File: src/rtl/segment_score_decoder.sv
// Reads back a pair of active-low 7-segment digits (tens, units), waits for the
// pattern to settle, and recovers the binary score while flagging illegal patterns.
module segment_score_decoder #(
    parameter int STABLE_CYCLES = 4,
    parameter int ERR_CNT_W     = 8
) (
    input  logic                 i_Clk,
    input  logic                 i_Rst_L,
    input  logic [6:0]           i_Seg_Tens,
    input  logic [6:0]           i_Seg_Units,
    output logic [5:0]           o_Score,
    output logic                 o_Score_Valid,
    output logic                 o_Score_Strobe,
    output logic                 o_Decode_Err,
    output logic [ERR_CNT_W-1:0] o_Err_Count,
    output logic [1:0]           o_Dbg_State
);

    typedef enum logic [1:0] {
        IDLE   = 2'd0,
        SETTLE = 2'd1,
        LOCKED = 2'd2,
        ERROR  = 2'd3
    } state_t;

    localparam int CNT_W = 8;

    state_t               state_q;
    logic [6:0]           tens_q;
    logic [6:0]           units_q;
    logic [CNT_W-1:0]     cnt_q;
    logic [5:0]           score_q;
    logic                 valid_q;
    logic                 strobe_q;
    logic                 err_q;
    logic [ERR_CNT_W-1:0] err_cnt_q;
    logic                 seen_q;

    logic [4:0] tens_dec;
    logic [4:0] units_dec;
    logic [6:0] value;
    logic       decode_ok;
    logic       changed;
    logic       terminal;

    // Returns {legal, digit}; only the ten exact glyphs are accepted.
    function automatic logic [4:0] seg_decode(input logic [6:0] seg_n);
        logic [6:0] seg;
        seg = ~seg_n;
        case (seg)
            7'h7E:   return {1'b1, 4'd0};
            7'h30:   return {1'b1, 4'd1};
            7'h6D:   return {1'b1, 4'd2};
            7'h79:   return {1'b1, 4'd3};
            7'h33:   return {1'b1, 4'd4};
            7'h5B:   return {1'b1, 4'd5};
            7'h5F:   return {1'b1, 4'd6};
            7'h70:   return {1'b1, 4'd7};
            7'h7F:   return {1'b1, 4'd8};
            7'h7B:   return {1'b1, 4'd9};
            default: return 5'd0;
        endcase
    endfunction

    always_comb begin
        tens_dec  = seg_decode(tens_q);
        units_dec = seg_decode(units_q);
        // Full 7-bit value so 64..99 is rejected rather than wrapped.
        value     = 7'(tens_dec[3:0]) * 7'd10 + 7'(units_dec[3:0]);
        decode_ok = tens_dec[4] && units_dec[4] && (value <= 7'd63);
        changed   = ({i_Seg_Tens, i_Seg_Units} != {tens_q, units_q});
        terminal  = (cnt_q == CNT_W'(STABLE_CYCLES - 1));
    end

    always_ff @(posedge i_Clk or negedge i_Rst_L) begin
        if (!i_Rst_L) begin
            state_q   <= IDLE;
            tens_q    <= 7'h7F;
            units_q   <= 7'h7F;
            cnt_q     <= '0;
            score_q   <= '0;
            valid_q   <= 1'b0;
            strobe_q  <= 1'b0;
            err_q     <= 1'b0;
            err_cnt_q <= '0;
            seen_q    <= 1'b0;
        end else begin
            strobe_q <= 1'b0;
            err_q    <= 1'b0;
            // A change always wins, including on the terminal-count edge.
            if (changed) begin
                tens_q  <= i_Seg_Tens;
                units_q <= i_Seg_Units;
                cnt_q   <= '0;
                state_q <= SETTLE;
                valid_q <= 1'b0;
            end else if (state_q == SETTLE) begin
                if (terminal) begin
                    if (decode_ok) begin
                        score_q <= value[5:0];
                        valid_q <= 1'b1;
                        state_q <= LOCKED;
                        seen_q  <= 1'b1;
                        if (!seen_q || (value[5:0] != score_q)) strobe_q <= 1'b1;
                    end else begin
                        err_q   <= 1'b1;
                        valid_q <= 1'b0;
                        state_q <= ERROR;
                        if (err_cnt_q != '1) err_cnt_q <= err_cnt_q + ERR_CNT_W'(1);
                    end
                end else begin
                    cnt_q <= cnt_q + CNT_W'(1);
                end
            end
        end
    end

    assign o_Score        = score_q;
    assign o_Score_Valid  = valid_q;
    assign o_Score_Strobe = strobe_q;
    assign o_Decode_Err   = err_q;
    assign o_Err_Count    = err_cnt_q;
    assign o_Dbg_State    = state_q;

endmodule
File: config.mk
export PLATFORM = sky130hd
export DESIGN_NAME = segment_score_decoder
export DESIGN_NICKNAME = d
export VERILOG_FILES = /design/src/rtl/segment_score_decoder.sv
export SDC_FILE = /design/constraint.sdc
export NUM_CORES = 1
export LEC_CHECK = 0
export BUFFER_PORTS_ARGS = -buffer_cell sky130_fd_sc_hd__buf_2
export CAP_MARGIN = 5
export CORE_MARGIN = 8
export CORE_UTILIZATION = 47
export DETAILED_ROUTE_END_ITERATION = 10
export GPL_TIMING_DRIVEN = 0
export PLACE_DENSITY = 0.7
export SYNTH_ARGS = -nofsm -noshare
export SYNTH_HDL_FRONTEND = slang
export SYNTH_SLANG_ARGS = --single-unit
File: constraint.sdc
create_clock -name i_Clk -period 3.4 [get_ports i_Clk]
set_clock_uncertainty 0.2 [all_clocks]
set_input_delay 0.68 -clock i_Clk [delete_from_list [all_inputs] [get_ports i_Clk]]
set_output_delay 0.68 -clock i_Clk [all_outputs]
set_load 0.01 [all_outputs]
; ---- After elaboration in Yosys (flattened, before gate mapping)
; Cells that the tools add are included.
[totals]
register_bits = 42
in_bits = 16
out_inout_bits = 19
word_cells = 77
[op_classes]
add_sub_neg = 3
multipliers = 1
order_cmp = 1
eq_ne = 26
n_mux = 22
bitwise = 4
n_reduce_logical = 10
[ops]
columns = operator, count
row1 = $eq A7 B7 Y1 const B, 16
row2 = $pmux W5 S10, 2
row3 = $eq A7 B6 Y1 const B, 4
row4 = $mux W8, 3
row5 = $add A8 B1 Y8 const B, 2
row6 = $mux W1, 14
row7 = $ne A14 B14 Y1, 1
row8 = $not A7 Y7, 2
row9 = $eq A8 B2 Y1 const B, 1
row10 = $ne A8 B8 Y1 const B, 1
row11 = $add A7 B4 Y7, 1
row12 = $le A7 B6 Y1 const B, 1
row13 = $mul A4 B3 Y6 const B, 1
row14 = $mux W2, 3
row15 = $ne A6 B6 Y1, 1
row16 = $reduce_and A5 Y1, 1
row17 = $reduce_and A2 Y1, 2
row18 = $reduce_and A4 Y1, 1
row19 = $reduce_bool A2 Y1, 2
row20 = $eq A2 B1 Y1 const B, 1
row21 = $logic_and A1 B1 Y1, 2
row22 = $ne A2 B2 Y1 const B, 1
row23 = $not A1 Y1, 2
row24 = $logic_not A1 Y1, 1
row25 = $logic_or A1 B1 Y1, 1

; ---- Longest topological paths before layout
; Gate-level depths: netlist of the first run.
[logic_depth]
ltp_word = 12
ltp_mapped = 14
depth_no_buf = 12

; ---- Worst setup path before layout of the first run
; No wires, ideal clock.
[synth_timing]
kind = flip-flop to flip-flop
from = register tens_q[3]
to = register score_q[0], in the netlist o_Score[0]
setup_ns = 0.125
t_arrival_ns = 3.261
required_ns = 3.075
path_slack_ns = -0.186
stages_incl_launch_ff = 15
path_buffers = 2
synth_period_minus_slack_ns = 3.586
cell_sequence = dfstp_2 -> clkbuf_1 -> nor3_1 -> a31oi_1 -> o21ai_0 -> and3b_1 -> ha_1 -> ha_1 -> fa_1 -> and2_1 -> o2111ai_1 -> xnor2_1 -> buf_4 -> nor3_4 -> mux2_2
[synth_via]
elab_chain_len = 8
word_cells_on_any_way = 20
cone_classes = add/sub (1) / mul (1) / order compare (1) / eq/ne (11) / mux (1) / bitwise (2) / reduce/logical (3)
[synth_lines]
columns = element, line
row1 = "start, declared", 29  ; logic [6:0] tens_q;
row2 = "start signal, assigned", 92  ; tens_q <= i_Seg_Tens;
row3 = $not A7 Y7, 49  ; seg = ~seg_n;
row4 = $eq A7 B7 Y1 / $eq A7 B6 Y1 (equally long branches), 50  ; case (seg)
row5 = $pmux W5 S10, 50
row6 = $mul A4 B3 Y6, 69  ; value = 7'(tens_dec[3:0]) * 7'd10 + 7'(units_dec[3:0]);
row7 = $add A7 B4 Y7, 69
row8 = $le A7 B6 Y1, 70  ; decode_ok = tens_dec[4] && units_dec[4] && (value <= 7'd63);
row9 = $logic_and A1 B1 Y1, 70
row10 = $reduce_and A4 Y1 (no source line) (*), -
row11 = "end signal, assigned", 100  ; score_q <= value[5:0];
row12 = "end, declared", 32  ; logic [5:0] score_q;
; Every way passes the cells marked *; elsewhere a longest branch is shown, timed or not.
; A chain may end at the register's enable or synchronous reset.

; ---- Worst setup path after layout of the first run
[layout_timing]
from = register tens_q[2]
to = register score_q[3], in the netlist o_Score[3]
[layout_via]
elab_chain_len = 8
word_cells_on_any_way = 20
cone_classes = add/sub (1) / mul (1) / order compare (1) / eq/ne (11) / mux (1) / bitwise (2) / reduce/logical (3)
[layout_lines]
columns = element, line
row1 = $not A7 Y7, 49
row2 = $eq A7 B7 Y1 / $eq A7 B6 Y1 (equally long branches), 50
row3 = $pmux W5 S10, 50
row4 = $mul A4 B3 Y6, 69
row5 = $add A7 B4 Y7, 69
row6 = $le A7 B6 Y1, 70
row7 = $logic_and A1 B1 Y1, 70
row8 = $reduce_and A4 Y1 (no source line), -
; Several ways; a longest one is shown, not always the timed one.

==> impl_results.html, run 1 <==
<table>
<tr><th>Metric</th><th>Value</th></tr>
<tr><th colspan="2">STA</th></tr>
<tr><td>Final max-slew violation count</td><td>0</td></tr>
<tr><td>Worst hold slack</td><td>0.272 ns</td></tr>
<tr><td>Final critical delay including setup and external delays</td><td>3.58 ns</td></tr>
<tr><td>Slew at the pin closest to its max-slew limit</td><td>0.942 ns</td></tr>
<tr><td>Max-Slew Margin vs Limit</td><td>0.372</td></tr>
<tr><td>Number of failing hold endpoints at the final stage</td><td>0</td></tr>
<tr><td>Setup repair after global routing missed its margin</td><td>yes</td></tr>
<tr><td>Share of the clock period used by the worst path after layout</td><td>1.05</td></tr>
<tr><td>Maximum operating frequency</td><td>0.279 GHz</td></tr>
<tr><td>Crit path setup slack, layout</td><td>-0.181 ns</td></tr>
<tr><td>Endpoints failing setup</td><td>16</td></tr>
<tr><td>Summed negative setup slack over all endpoints</td><td>-1.80 ns</td></tr>
<tr><th colspan="2">Finish</th></tr>
<tr><td>Area of all placed cells without fillers</td><td>3390 µm²</td></tr>
<tr><td>Post-layout utilization of the core</td><td>0.628</td></tr>
<tr><td>Share of post-route cells with drive strength above 1</td><td>0.407</td></tr>
<tr><td># diodes</td><td>0</td></tr>
<tr><td>Area growth, synth to finish</td><td>32.1%</td></tr>
<tr><td>Filler Cell Count</td><td>457</td></tr>
<tr><td>Multi-input logic area</td><td>1570 µm²</td></tr>
<tr><td>Sequential Area</td><td>1070 µm²</td></tr>
<tr><td>Final standard cell count with taps included and fillers excluded</td><td>401</td></tr>
<tr><td>Commonest cells after routing, fill and taps aside</td><td>38 x sky130_fd_sc_hd__buf_2, 33 x sky130_fd_sc_hd__buf_4, 28 x sky130_fd_sc_hd__dfrtp_1</td></tr>
<tr><td>Final nets</td><td>352</td></tr>
<tr><td>Most frequent standard cell in the layout excluding fill and tap cells</td><td>sky130_fd_sc_hd__buf_2</td></tr>
<tr><th colspan="2">CTS</th></tr>
<tr><td>Htree depth</td><td>2</td></tr>
<tr><td>Clock-pin transition on the worst setup and hold timing paths</td><td>0.08 ns</td></tr>
<tr><td>Count of hold-fix buffers inserted at cts</td><td>0</td></tr>
<tr><td>Clock latency at the later pin of the worst-skew pair</td><td>0.29 ns</td></tr>
<tr><td>Sinks on the clock net</td><td>42</td></tr>
<tr><td>Maximum clock insertion buffer count</td><td>2</td></tr>
<tr><td>CTS buffer count</td><td>5</td></tr>
<tr><td>Root Driver</td><td>sky130_fd_sc_hd__clkbuf_8</td></tr>
<tr><td>Clock tree from TritonCTS</td><td>built</td></tr>
<tr><th colspan="2">Setup path</th></tr>
<tr><td>Worst Setup SP</td><td>tens_q[2]$_DFFE_PN1N_</td></tr>
<tr><td>Cell class contributing the biggest share of worst-path delay</td><td>simple AND/OR/NAND/NOR gates</td></tr>
<tr><td>Arrival time of the worst setup path</td><td>3.56 ns</td></tr>
<tr><td>Reg2Reg Launch Point</td><td>tens_q[2]$_DFFE_PN1N_</td></tr>
<tr><td>Highest-delay cell along the critical path</td><td>sky130_fd_sc_hd__dfstp_2</td></tr>
<tr><td>Total number of cells along the worst setup path</td><td>14</td></tr>
<tr><td>Cell-by-cell listing of the critical path</td><td>nor4bb_4, nand4_1, nand2_2, ha_4, ha_4, nor2_4, a31oi_4, buf_4, o2111ai_4, xnor2_2, buf_6, nor3_4, buf_6, mux2_4</td></tr>
<tr><td>Worst setup path category</td><td>flop to flop</td></tr>
<tr><td>Buf+Inv Stages, Crit Path</td><td>3</td></tr>
<tr><td>Cell depth of the worst flop-to-flop path</td><td>14</td></tr>
<tr><td>CP Data Required Time</td><td>3.38 ns</td></tr>
<tr><td>Crit path launch type</td><td>flop</td></tr>
<tr><td>Largest driver fanout on the critical path</td><td>5</td></tr>
<tr><td>Capture instance of the worst register-to-register path</td><td>o_Score[3]$_DFFE_PN0P_</td></tr>
<tr><td>Worst reg-to-reg setup slack</td><td>-0.18 ns</td></tr>
<tr><td>Maximum cell stage delay along the critical path</td><td>0.57 ns</td></tr>
<tr><td>Worst Setup End Kind</td><td>flop</td></tr>
<tr><th colspan="2">Synth</th></tr>
<tr><td>Net Count, Synth</td><td>278</td></tr>
<tr><td>Portion of the post-synthesis area used by sequential elements</td><td>0.416</td></tr>
<tr><td>Ys Warns</td><td>0</td></tr>
<tr><td>Multiplexer share of the synthesized area</td><td>0.0419</td></tr>
<tr><td>Area of the mapped netlist</td><td>2570 µm²</td></tr>
<tr><td>Post-synthesis adder-cell area fraction</td><td>0.0419</td></tr>
<tr><td>Xor/xnor cell area share of the yosys netlist</td><td>0.144</td></tr>
<tr><td>Most common flop cell mapped by yosys</td><td>sky130_fd_sc_hd__dfrtp_1</td></tr>
<tr><td>Fraction of the mapped netlist area in compound gates</td><td>0.0862</td></tr>
<tr><td>Number of synthesized flops with an enable pin</td><td>0</td></tr>
<tr><td>Post-synthesis instance total</td><td>254</td></tr>
<tr><td>Synth top area cells</td><td>sky130_fd_sc_hd__dfrtp_1 27%, sky130_fd_sc_hd__dfstp_2 14%, sky130_fd_sc_hd__xor2_1 7.5%, sky130_fd_sc_hd__xnor2_1 5.1%, sky130_fd_sc_hd__ha_1 3.4%</td></tr>
<tr><td>Synthesized area per cell</td><td>10.1 µm²</td></tr>
<tr><td>Area fraction of the dominant cell type after synthesis</td><td>0.273</td></tr>
<tr><td>Dominant combinational cell family by area after synthesis</td><td>simple AND/OR/NAND/NOR gates</td></tr>
<tr><td>Largest area contributor in the netlist</td><td>sky130_fd_sc_hd__dfrtp_1</td></tr>
<tr><td>Simple-gate portion of the synthesized area</td><td>0.222</td></tr>
<tr><td>Number of distinct library cells after synthesis</td><td>52</td></tr>
<tr><td>#FFs+latches synth</td><td>42</td></tr>
<tr><td>Async SR Flop Fraction</td><td>1.00</td></tr>
<tr><th colspan="2">Global routing</th></tr>
<tr><td>Number of global-route vias before repair</td><td>2,223</td></tr>
<tr><td>Global-route wire length before repair</td><td>10,400 µm</td></tr>
<tr><td>Sum of overflow across all layers after global routing</td><td>0</td></tr>
<tr><td>Pin count of the biggest net entering global routing</td><td>43</td></tr>
<tr><td>Antenna violations before repair</td><td>0</td></tr>
<tr><td>Gr usage total</td><td>0.150</td></tr>
<tr><th colspan="2">Min path</th></tr>
<tr><td>Min-Delay Path Class</td><td>flop to flop</td></tr>
<tr><td>Hold_sp</td><td>seen_q$_DFFE_PN0P_</td></tr>
<tr><td>Hold Path Sink</td><td>seen_q$_DFFE_PN0P_</td></tr>
<tr><td>Cells on Worst Hold Path</td><td>1</td></tr>
<tr><th colspan="2">Floorplan</th></tr>
<tr><td>FP Rows</td><td>27</td></tr>
<tr><td>Die area</td><td>8090 µm²</td></tr>
<tr><td>IO Pins</td><td>35</td></tr>
<tr><td>Core Region</td><td>5410 µm²</td></tr>
<tr><td>Horizontal extent of the die</td><td>89.9 µm</td></tr>
<tr><td>Starting density of the core</td><td>0.475</td></tr>
<tr><td>Die Ht</td><td>89.9 µm</td></tr>
<tr><th colspan="2">Power and ir drop</th></tr>
<tr><td>Power Density</td><td>291 nW/µm²</td></tr>
<tr><td>Final Total Pwr</td><td>0.987 mW</td></tr>
<tr><td>Worst vdd ir</td><td>213 µV</td></tr>
<tr><td>LEAKAGE</td><td>1.56 nW</td></tr>
<tr><th colspan="2">Drt</th></tr>
<tr><td>Vias after detailed routing</td><td>2,131</td></tr>
<tr><td>DR DRC count</td><td>0</td></tr>
<tr><td>Detail-routed via count per cell</td><td>5.31</td></tr>
<tr><td>Routed wire per std cell</td><td>15.2 µm</td></tr>
<tr><td>Number of nets with antenna violations after detailed routing</td><td>0</td></tr>
<tr><td>DR pass1 iterations</td><td>4</td></tr>
<tr><td>Number of DRC violations after detailed-routing iteration 0</td><td>87</td></tr>
<tr><td>Total length of routed wires</td><td>6100 µm</td></tr>
<tr><th colspan="2">Placed design</th></tr>
<tr><td>Area after detailed placement</td><td>2860 µm²</td></tr>
<tr><td>IO Port Bufs</td><td>34</td></tr>
<tr><td>Final weighted congestion in routability-driven placement</td><td>0.791</td></tr>
<tr><td>Setup WS pre-CTS</td><td>-0.397 ns</td></tr>
<tr><td>Placed wire-length estimate after detailed placement</td><td>3850 µm</td></tr>
<tr><td>Total placed cells including tap cells</td><td>360</td></tr>
<tr><th colspan="2">Outcome</th></tr>
<tr><td>Status</td><td>complete, but fails checks</td></tr>
<tr><td>Violations in the final reports</td><td>setup timing</td></tr>
<tr><th colspan="2">Job</th></tr>
<tr><td>Max cap viols</td><td>0</td></tr>
</table>
power by group:
| group | leakage, nW | total, mW | switching [mW] | internal [mW] |
|---|---|---|---|---|
| registers | 0.533 | 0.529 | 0.0135 | 0.515 |
| clock network | 0.0482 | 0.335 | 0.171 | 0.164 |
| logic | 0.983 | 0.123 | 0.0623 | 0.0608 |
Yosys cell counts (all sizes together), types with 3 or more instances:
library cell	count
nand2	9
clkbuf	19
and3	4
nand3b	3
nand4	5
nor2	23
nor3	10
buf	7
nor3b	3
xor2	22
o21ai	10
mux2	8
nand3	10
nand2b	5
dfstp	14
a31oi	4
ha	7
dfrtp	28
o2111ai	4
xnor2	15
nor4	4
o211ai	4
inv	3
a21oi	6
registers in the layout (all words and copies together), names as in the netlist:
register,flops
cnt_q,8
units_q,7
o_Score_Valid,1
seen_q,1
o_Dbg_State,2
o_Decode_Err,1
o_Score_Strobe,1
o_Err_Count,8
o_Score,6
tens_q,7
final cells by class:
type / instances / area share
clock buffers: 7 / 0.0254
repair buffers: 72 / 0.140
plain buffers: 21 / 0.0269
flip-flops and latches: 42 / 0.315
well taps: 72 / 0.0265
inverters: 3 / 0.00332
clock inverters: 1 / 0.00147
multi-input cells: 183 / 0.461
worst max path at each step:
| stage | to |
|---|---|
| global placement | o_Score[3]$_DFFE_PN0P_ |
| floorplan | o_Score[0]$_DFFE_PN0P_ |
| global route | o_Score[4]$_DFFE_PN0P_ |
| detailed placement | o_Score[4]$_DFFE_PN0P_ |
| CTS | o_Score[4]$_DFFE_PN0P_ |
| finish | o_Score[3]$_DFFE_PN0P_ |
repair_timing:
| item | in CTS | in global routing |
|---|---|---|
| endpoints found under the setup margin | 19 | 17 |
| gates resized for setup | 29 | 8 |
| pin swaps | 16 | 7 |
| hold endpoints to repair | 0 | 0 |
| buffers inserted | 32 | 7 |
cells by family (layout without fill, tap and decap cells):
kind of cell,Yosys count,count (layout)
fa+ha+maj,8,8
buf+inv,29,104
simple gates,93,93
mux,9,9
compound gates,33,33
flops,42,42
xor+xnor,39,39
other cells,1,1
worst register-to-register path, stage by stage (launching register included):
cell	delay, ns
sky130_fd_sc_hd__dfstp_2	0.57
sky130_fd_sc_hd__nor4bb_4	0.30
sky130_fd_sc_hd__nand4_1	0.28
sky130_fd_sc_hd__nand2_2	0.20
sky130_fd_sc_hd__ha_4	0.22
sky130_fd_sc_hd__ha_4	0.28
sky130_fd_sc_hd__nor2_4	0.04
sky130_fd_sc_hd__a31oi_4	0.16
sky130_fd_sc_hd__buf_4	0.15
sky130_fd_sc_hd__o2111ai_4	0.10
sky130_fd_sc_hd__xnor2_2	0.18
sky130_fd_sc_hd__buf_6	0.16
sky130_fd_sc_hd__nor3_4	0.17
sky130_fd_sc_hd__buf_6	0.16
sky130_fd_sc_hd__mux2_4	0.30
routing by layer:
layer	track usage	vias up	share of wire
li1	-	1029	-
met1	0.178	1033	0.42
met2	0.259	55	0.52
met3	0.0366	14	0.039
met4	0.0527	0	0.019
met5	0	-	0
Note: power is estimated with default switching activity, not from simulation.
==> inputs of run 2 (changes only) <==
- PLACE_DENSITY: 0.7 -> 0.67
- clock period: 3.4 -> 4.5 ns (I/O delays scaled with it)
==> run 2 against run 1 <==
Design area is 14% lower. Critical path depth stayed put. First-iteration DRC count is 17% higher. Final cell count is 8.2% lower. Clock-buffer cell count is 2 lower. The flow now finishes without violations. Routed wire length is 17% lower. Power is 28% lower. Sequential power is 25% lower. Largest cell class unchanged. Global-route usage is 1.8 points lower.
==> impl_results.html, run 2 (synthesized netlist as in run 1, its figures left out) <==
<table>
<tr><th>Metric</th><th>Value</th></tr>
<tr><th colspan="2">Setup path</th></tr>
<tr><td>Cell-by-cell listing of the critical path</td><td>clkbuf_1, nor3_1, a31oi_1, o21ai_0, and3b_1, ha_1, ha_1, fa_1, and2_1, o2111ai_1, xnor2_1, buf_4, nor3_4, mux2_2</td></tr>
<tr><td>Maximum cell stage delay along the critical path</td><td>0.55 ns</td></tr>
<tr><td>Highest-delay cell along the critical path</td><td>sky130_fd_sc_hd__fa_1</td></tr>
<tr><td>Worst reg-to-reg setup slack</td><td>0.45 ns</td></tr>
<tr><td>Cell type with the highest occurrence count on the critical path</td><td>sky130_fd_sc_hd__ha_1</td></tr>
<tr><td>Buf+Inv Stages, Crit Path</td><td>2</td></tr>
<tr><td>Reg2Reg Launch Point</td><td>tens_q[0]$_DFFE_PN1N_</td></tr>
<tr><td>Crit path launch type</td><td>flop</td></tr>
<tr><td>Worst Setup SP</td><td>tens_q[0]$_DFFE_PN1N_</td></tr>
<tr><td>Arrival time of the worst setup path</td><td>4.03 ns</td></tr>
<tr><td>Worst setup path category</td><td>flop to flop</td></tr>
<tr><td>Worst Setup End Kind</td><td>flop</td></tr>
<tr><td>Cell depth of the worst flop-to-flop path</td><td>14</td></tr>
<tr><td>Cell class contributing the biggest share of worst-path delay</td><td>adder cells</td></tr>
<tr><td>Capture instance of the worst register-to-register path</td><td>o_Score[4]$_DFFE_PN0P_</td></tr>
<tr><td>Largest driver fanout on the critical path</td><td>10</td></tr>
<tr><td>Total number of cells along the worst setup path</td><td>14</td></tr>
<tr><td>CP Data Required Time</td><td>4.48 ns</td></tr>
<tr><th colspan="2">Placed design</th></tr>
<tr><td>Final weighted congestion in routability-driven placement</td><td>0.803</td></tr>
<tr><td>Setup WS pre-CTS</td><td>0.466 ns</td></tr>
<tr><td>Area after detailed placement</td><td>2830 µm²</td></tr>
<tr><td>Placed wire-length estimate after detailed placement</td><td>3730 µm</td></tr>
<tr><td>IO Port Bufs</td><td>34</td></tr>
<tr><td>Total placed cells including tap cells</td><td>360</td></tr>
<tr><th colspan="2">Floorplan</th></tr>
<tr><td>Starting density of the core</td><td>0.475</td></tr>
<tr><td>IO Pins</td><td>35</td></tr>
<tr><td>FP Rows</td><td>27</td></tr>
<tr><td>Core Region</td><td>5410 µm²</td></tr>
<tr><td>Die Ht</td><td>89.9 µm</td></tr>
<tr><td>Horizontal extent of the die</td><td>89.9 µm</td></tr>
<tr><td>Die area</td><td>8090 µm²</td></tr>
<tr><th colspan="2">Drt</th></tr>
<tr><td>Met2 Routed Length</td><td>2520 µm</td></tr>
<tr><td>Detail-routed via count per cell</td><td>5.21</td></tr>
<tr><td>DR DRC count</td><td>0</td></tr>
<tr><td>Vias after detailed routing</td><td>1,916</td></tr>
<tr><td>Uppermost metal layer occupied by signal nets</td><td>met4</td></tr>
<tr><td>Met1 wire length</td><td>2370 µm</td></tr>
<tr><td>Number of nets with antenna violations after detailed routing</td><td>0</td></tr>
<tr><td>Routed met3 length</td><td>149 µm</td></tr>
<tr><td>Number of DRC violations after detailed-routing iteration 0</td><td>102</td></tr>
<tr><td>DR pass1 iterations</td><td>4</td></tr>
<tr><td>Total length of routed wires</td><td>5090 µm</td></tr>
<tr><td>Routed wire per std cell</td><td>13.8 µm</td></tr>
<tr><th colspan="2">STA</th></tr>
<tr><td>Worst hold slack</td><td>0.274 ns</td></tr>
<tr><td>Endpoints failing setup</td><td>0</td></tr>
<tr><td>Slew at the pin closest to its max-slew limit</td><td>0.908 ns</td></tr>
<tr><td>Max-Slew Margin vs Limit</td><td>0.395</td></tr>
<tr><td>Number of failing hold endpoints at the final stage</td><td>0</td></tr>
<tr><td>Setup repair after global routing missed its margin</td><td>no</td></tr>
<tr><td>Crit path setup slack, layout</td><td>0.449 ns</td></tr>
<tr><td>Share of the clock period used by the worst path after layout</td><td>0.900</td></tr>
<tr><td>Summed negative setup slack over all endpoints</td><td>0 ns</td></tr>
<tr><td>Maximum operating frequency</td><td>0.247 GHz</td></tr>
<tr><td>Final critical delay including setup and external delays</td><td>4.05 ns</td></tr>
<tr><td>Final max-slew violation count</td><td>0</td></tr>
<tr><th colspan="2">Global routing</th></tr>
<tr><td>Pin count of the biggest net entering global routing</td><td>43</td></tr>
<tr><td>Sum of overflow across all layers after global routing</td><td>0</td></tr>
<tr><td>Antenna violations before repair</td><td>0</td></tr>
<tr><td>Global-route wire length before repair</td><td>9060 µm</td></tr>
<tr><td>Gr usage total</td><td>0.133</td></tr>
<tr><td>Number of global-route vias before repair</td><td>1,933</td></tr>
<tr><th colspan="2">Finish</th></tr>
<tr><td>Commonest cells after routing, fill and taps aside</td><td>40 x sky130_fd_sc_hd__buf_2, 28 x sky130_fd_sc_hd__dfrtp_1, 23 x sky130_fd_sc_hd__nor2_1</td></tr>
<tr><td>Area growth, synth to finish</td><td>13.5%</td></tr>
<tr><td>Share of post-route cells with drive strength above 1</td><td>0.274</td></tr>
<tr><td># diodes</td><td>0</td></tr>
<tr><td>Final standard cell count with taps included and fillers excluded</td><td>368</td></tr>
<tr><td>Area of all placed cells without fillers</td><td>2920 µm²</td></tr>
<tr><td>Post-layout utilization of the core</td><td>0.540</td></tr>
<tr><td>Final nets</td><td>319</td></tr>
<tr><td>Filler Cell Count</td><td>503</td></tr>
<tr><td>Most frequent standard cell in the layout excluding fill and tap cells</td><td>sky130_fd_sc_hd__buf_2</td></tr>
<tr><th colspan="2">CTS</th></tr>
<tr><td>Root Driver</td><td>sky130_fd_sc_hd__clkbuf_8</td></tr>
<tr><td>Sinks on the clock net</td><td>42</td></tr>
<tr><td>Maximum clock insertion buffer count</td><td>2</td></tr>
<tr><td>Post CTS Setup Buffer Count</td><td>0</td></tr>
<tr><td>Clock tree from TritonCTS</td><td>built</td></tr>
<tr><td>Clock-pin transition on the worst setup and hold timing paths</td><td>0.09 ns</td></tr>
<tr><td>Htree depth</td><td>2</td></tr>
<tr><td>Clock latency at the later pin of the worst-skew pair</td><td>0.30 ns</td></tr>
<tr><td>Post-cts sizing count</td><td>0</td></tr>
<tr><td>Count of hold-fix buffers inserted at cts</td><td>0</td></tr>
<tr><td>CTS buffer count</td><td>5</td></tr>
<tr><th colspan="2">Job</th></tr>
<tr><td>Max cap viols</td><td>0</td></tr>
<tr><th colspan="2">Power and ir drop</th></tr>
<tr><td>LEAKAGE</td><td>1.34 nW</td></tr>
<tr><td>Power Density</td><td>244 nW/µm²</td></tr>
<tr><td>Worst vdd ir</td><td>209 µV</td></tr>
<tr><td>Final Total Pwr</td><td>0.711 mW</td></tr>
<tr><th colspan="2">Min path</th></tr>
<tr><td>Min-Delay Path Class</td><td>flop to flop</td></tr>
<tr><td>Cells on Worst Hold Path</td><td>1</td></tr>
<tr><td>Hold Path Sink</td><td>seen_q$_DFFE_PN0P_</td></tr>
<tr><td>Hold_sp</td><td>seen_q$_DFFE_PN0P_</td></tr>
<tr><th colspan="2">Outcome</th></tr>
<tr><td>Status</td><td>complete, no violations</td></tr>
</table>
run 2: per-layer routing:
| layer | vias to the layer above | track usage |
|---|---|---|
| met1 | 927 | 0.167 |
| li1 | 960 | - |
| met2 | 25 | 0.225 |
| met3 | 4 | 0.0299 |
| met4 | 0 | 0.0333 |
| met5 | - | 0 |
run 2: worst reg2reg max path, cell delays in order, from the launching register on:
cell,delay (ns)
sky130_fd_sc_hd__dfstp_2,0.52
sky130_fd_sc_hd__clkbuf_1,0.31
sky130_fd_sc_hd__nor3_1,0.17
sky130_fd_sc_hd__a31oi_1,0.16
sky130_fd_sc_hd__o21ai_0,0.08
sky130_fd_sc_hd__and3b_1,0.22
sky130_fd_sc_hd__ha_1,0.19
sky130_fd_sc_hd__ha_1,0.19
sky130_fd_sc_hd__fa_1,0.55
sky130_fd_sc_hd__and2_1,0.15
sky130_fd_sc_hd__o2111ai_1,0.11
sky130_fd_sc_hd__xnor2_1,0.19
sky130_fd_sc_hd__buf_4,0.20
sky130_fd_sc_hd__nor3_4,0.32
sky130_fd_sc_hd__mux2_2,0.38
run 2: power by group:
part	internal (mW)	total (mW)	switching (mW)
clock network	0.109	0.245	0.136
logic	0.0306	0.0716	0.0410
registers	0.389	0.395	0.00605
total	0.529	0.711	0.183
run 2: how the worst max path moves through the flow:
stage / to / slack [ns]
after floorplan: o_Score[0]$_DFFE_PN0P_ / 0.91
after global placement: o_Score[3]$_DFFE_PN0P_ / 0.53
after detailed placement: o_Score[4]$_DFFE_PN0P_ / 0.47
after CTS: o_Score[4]$_DFFE_PN0P_ / 0.42
after global routing: o_Score[5]$_DFFE_PN0P_ / 0.18
final: o_Score[4]$_DFFE_PN0P_ / 0.45
run 2: cell type report:
| type | count | area (µm²) | area share |
|---|---|---|---|
| well taps | 72 | 90.1 | 0.0309 |
| repair buffers | 34 | 170 | 0.0583 |
| inverters | 3 | 11.3 | 0.00386 |
| multi-input cells | 183 | 1380 | 0.473 |
| plain buffers | 26 | 109 | 0.0373 |
| clock buffers | 5 | 68.8 | 0.0236 |
| flip-flops and latches | 42 | 1070 | 0.366 |
| clock inverters | 3 | 18.8 | 0.00644 |
==> inputs of run 3 (changes only) <==
- MAX_ROUTING_LAYER: default -> met4
- clock period: 4.5 -> 4.2 ns (I/O delays scaled with it)
==> run 3 against run 2 <==
Sequential share of layout area increased by 0.063 points. Combinational power increased by 2%. Critical path depth decreased by 1. Global-route usage increased by 0.38 points. Design area decreased by 0.17%. Hold slack about the same. Critical path type unchanged. Largest power group unchanged.
==> impl_results.html, run 3 (synthesized netlist as in run 1, its figures left out) <==
<table>
<tr><th>Metric</th><th>Value</th></tr>
<tr><th colspan="2">Outcome</th></tr>
<tr><td>Status</td><td>complete, no violations</td></tr>
<tr><th colspan="2">Drt</th></tr>
<tr><td>Routed wire per std cell</td><td>14.0 µm</td></tr>
<tr><td>Vias after detailed routing</td><td>1,901</td></tr>
<tr><td>Number of nets with antenna violations after detailed routing</td><td>0</td></tr>
<tr><td>Detail-routed via count per cell</td><td>5.21</td></tr>
<tr><td>DR pass1 iterations</td><td>4</td></tr>
<tr><td>DR DRC count</td><td>0</td></tr>
<tr><td>Number of DRC violations after detailed-routing iteration 0</td><td>114</td></tr>
<tr><td>Total length of routed wires</td><td>5100 µm</td></tr>
<tr><th colspan="2">STA</th></tr>
<tr><td>Maximum operating frequency</td><td>0.260 GHz</td></tr>
<tr><td>Max-Slew Margin vs Limit</td><td>0.396</td></tr>
<tr><td>Endpoints failing setup</td><td>0</td></tr>
<tr><td>Slew at the pin closest to its max-slew limit</td><td>0.905 ns</td></tr>
<tr><td>Setup repair after global routing missed its margin</td><td>no</td></tr>
<tr><td>Final critical delay including setup and external delays</td><td>3.85 ns</td></tr>
<tr><td>Number of failing hold endpoints at the final stage</td><td>0</td></tr>
<tr><td>Summed negative setup slack over all endpoints</td><td>0 ns</td></tr>
<tr><td>Share of the clock period used by the worst path after layout</td><td>0.916</td></tr>
<tr><td>Final max-slew violation count</td><td>0</td></tr>
<tr><th colspan="2">Global routing</th></tr>
<tr><td>Global-route wire length before repair</td><td>9050 µm</td></tr>
<tr><td>Pin count of the biggest net entering global routing</td><td>43</td></tr>
<tr><td>Number of global-route vias before repair</td><td>1,935</td></tr>
<tr><td>Sum of overflow across all layers after global routing</td><td>0</td></tr>
<tr><td>Gr usage total</td><td>0.137</td></tr>
<tr><td>Antenna violations before repair</td><td>0</td></tr>
<tr><th colspan="2">Setup path</th></tr>
<tr><td>Worst setup path category</td><td>flop to flop</td></tr>
<tr><td>Buf+Inv Stages, Crit Path</td><td>2</td></tr>
<tr><td>CP Data Required Time</td><td>4.18 ns</td></tr>
<tr><td>Cell class contributing the biggest share of worst-path delay</td><td>simple AND/OR/NAND/NOR gates</td></tr>
<tr><td>Maximum cell stage delay along the critical path</td><td>0.52 ns</td></tr>
<tr><td>Crit path launch type</td><td>flop</td></tr>
<tr><td>Arrival time of the worst setup path</td><td>3.82 ns</td></tr>
<tr><td>Worst Setup End Kind</td><td>flop</td></tr>
<tr><td>Largest driver fanout on the critical path</td><td>10</td></tr>
<tr><td>Highest-delay cell along the critical path</td><td>sky130_fd_sc_hd__dfstp_2</td></tr>
<tr><td>Cell-by-cell listing of the critical path</td><td>buf_2, nor4bb_2, nand4_1, nand3_1, nand2b_1, ha_1, fa_1, and2_1, o2111ai_1, xnor2_1, buf_4, nor3_4, mux2_2</td></tr>
<tr><th colspan="2">Finish</th></tr>
<tr><td>Most frequent standard cell in the layout excluding fill and tap cells</td><td>sky130_fd_sc_hd__buf_2</td></tr>
<tr><td>Commonest cells after routing, fill and taps aside</td><td>40 x sky130_fd_sc_hd__buf_2, 28 x sky130_fd_sc_hd__dfrtp_1, 23 x sky130_fd_sc_hd__nor2_1</td></tr>
<tr><td>Area growth, synth to finish</td><td>13.3%</td></tr>
<tr><td>Multi-input logic area</td><td>1390 µm²</td></tr>
<tr><td>Final standard cell count with taps included and fillers excluded</td><td>365</td></tr>
<tr><td>Share of post-route cells with drive strength above 1</td><td>0.280</td></tr>
<tr><td>Filler Cell Count</td><td>501</td></tr>
<tr><td>Final nets</td><td>316</td></tr>
<tr><td>Sequential Area</td><td>1070 µm²</td></tr>
<tr><td># diodes</td><td>0</td></tr>
<tr><th colspan="2">CTS</th></tr>
<tr><td>Clock latency at the later pin of the worst-skew pair</td><td>0.30 ns</td></tr>
<tr><td>CTS buffer count</td><td>5</td></tr>
<tr><td>Clock tree from TritonCTS</td><td>built</td></tr>
<tr><td>Htree depth</td><td>2</td></tr>
<tr><td>Count of hold-fix buffers inserted at cts</td><td>0</td></tr>
<tr><td>Clock-pin transition on the worst setup and hold timing paths</td><td>0.09 ns</td></tr>
<tr><td>Root Driver</td><td>sky130_fd_sc_hd__clkbuf_8</td></tr>
<tr><td>Sinks on the clock net</td><td>42</td></tr>
<tr><td>Maximum clock insertion buffer count</td><td>2</td></tr>
<tr><th colspan="2">Power and ir drop</th></tr>
<tr><td>Internal Dissipation</td><td>0.566 mW</td></tr>
<tr><td>Switching power</td><td>0.195 mW</td></tr>
<tr><td>LEAKAGE</td><td>1.34 nW</td></tr>
<tr><td>Proportion of power drawn by flip-flops and latches</td><td>0.560</td></tr>
<tr><td>Worst vdd ir</td><td>224 µV</td></tr>
<tr><td>Net Sw Frac</td><td>0.256</td></tr>
<tr><td>Clock network power share</td><td>0.344</td></tr>
<tr><td>Fraction of power consumed by combinational cells</td><td>0.095</td></tr>
<tr><td>Power Density</td><td>262 nW/µm²</td></tr>
<tr><th colspan="2">Floorplan</th></tr>
<tr><td>Core Region</td><td>5410 µm²</td></tr>
<tr><td>Die area</td><td>8090 µm²</td></tr>
<tr><td>Die Ht</td><td>89.9 µm</td></tr>
<tr><td>IO Pins</td><td>35</td></tr>
<tr><td>Starting density of the core</td><td>0.475</td></tr>
<tr><td>FP Rows</td><td>27</td></tr>
<tr><td>Horizontal extent of the die</td><td>89.9 µm</td></tr>
<tr><th colspan="2">Placed design</th></tr>
<tr><td>Final weighted congestion in routability-driven placement</td><td>0.815</td></tr>
<tr><td>Total placed cells including tap cells</td><td>360</td></tr>
<tr><td>Placed wire-length estimate after detailed placement</td><td>3730 µm</td></tr>
<tr><td>IO Port Bufs</td><td>34</td></tr>
<tr><th colspan="2">Job</th></tr>
<tr><td>Max cap viols</td><td>0</td></tr>
<tr><th colspan="2">Min path</th></tr>
<tr><td>Min-Delay Path Class</td><td>flop to flop</td></tr>
</table>
==> run 3: cell count changes in the layout (fill, tap and decap cells not counted), sizes merged <==
cell    delta
clkbuf     -3
==> run 3: area by class of cell <==
cell class	count	area share
plain buffers	23	0.0335
clock inverters	3	0.00645
repair buffers	34	0.0584
inverters	3	0.00387
flip-flops and latches	42	0.367
multi-input cells	183	0.476
clock buffers	5	0.0236
well taps	72	0.0309
==> run 3: repair_timing <==
action / 4_1_cts / 5_1_grt
buffers inserted: 0 / 0
gates resized for setup: 0 / 1
setup endpoints to repair: 0 / 4
==> run 3: worst paths after layout <==
path	startpoint	to	slack, ns	cells past startpoint
worst max register to register	tens_q[1]$_DFFE_PN1N_	o_Score[4]$_DFFE_PN0P_	0.35	13
worst max-delay path	tens_q[1]$_DFFE_PN1N_	o_Score[4]$_DFFE_PN0P_	0.35	13
worst min register to register	seen_q$_DFFE_PN0P_	seen_q$_DFFE_PN0P_	0.27	1
worst min-delay path	seen_q$_DFFE_PN0P_	seen_q$_DFFE_PN0P_	0.27	1
min in group asynchronous	i_Rst_L	cnt_q[2]$_DFFE_PN0P_	0.47	1
max in group asynchronous	i_Rst_L	o_Score[5]$_DFFE_PN0P_	2.76	1
==> run 3: per-layer routing <==
metal	part of all wire	wire length, µm	GRT usage
met2	0.50	2530	0.225
met1	0.47	2410	0.168
met4	0.0086	44	0.0333
met3	0.023	115	0.0274
met5	0	0	-
==> run 3: through the flow <==
stage               power (mW)  setup WS (ns)  hold WS [ns]  utilization  area, µm²
global placement         0.506          0.228         0.255        0.523       2830
CTS                      0.772          0.125         0.281        0.540       2920
global route             0.798         0.0479         0.289        0.539       2910
finish                   0.762          0.353         0.275        0.539       2910
floorplan                0.479          0.614         0.234            -       2570
detailed placement       0.507          0.166         0.256        0.523       2830
==> run 3: power groups by stage <==
stage	logic [mW]	registers [mW]	clock network (mW)
2_1_floorplan	0.0506	0.429	0
3_3_place_gp	0.0759	0.430	0
3_5_place_dp	0.0770	0.430	0
4_1_cts	0.0780	0.423	0.271
5_1_grt	0.0835	0.429	0.286
6_report	0.0728	0.427	0.262
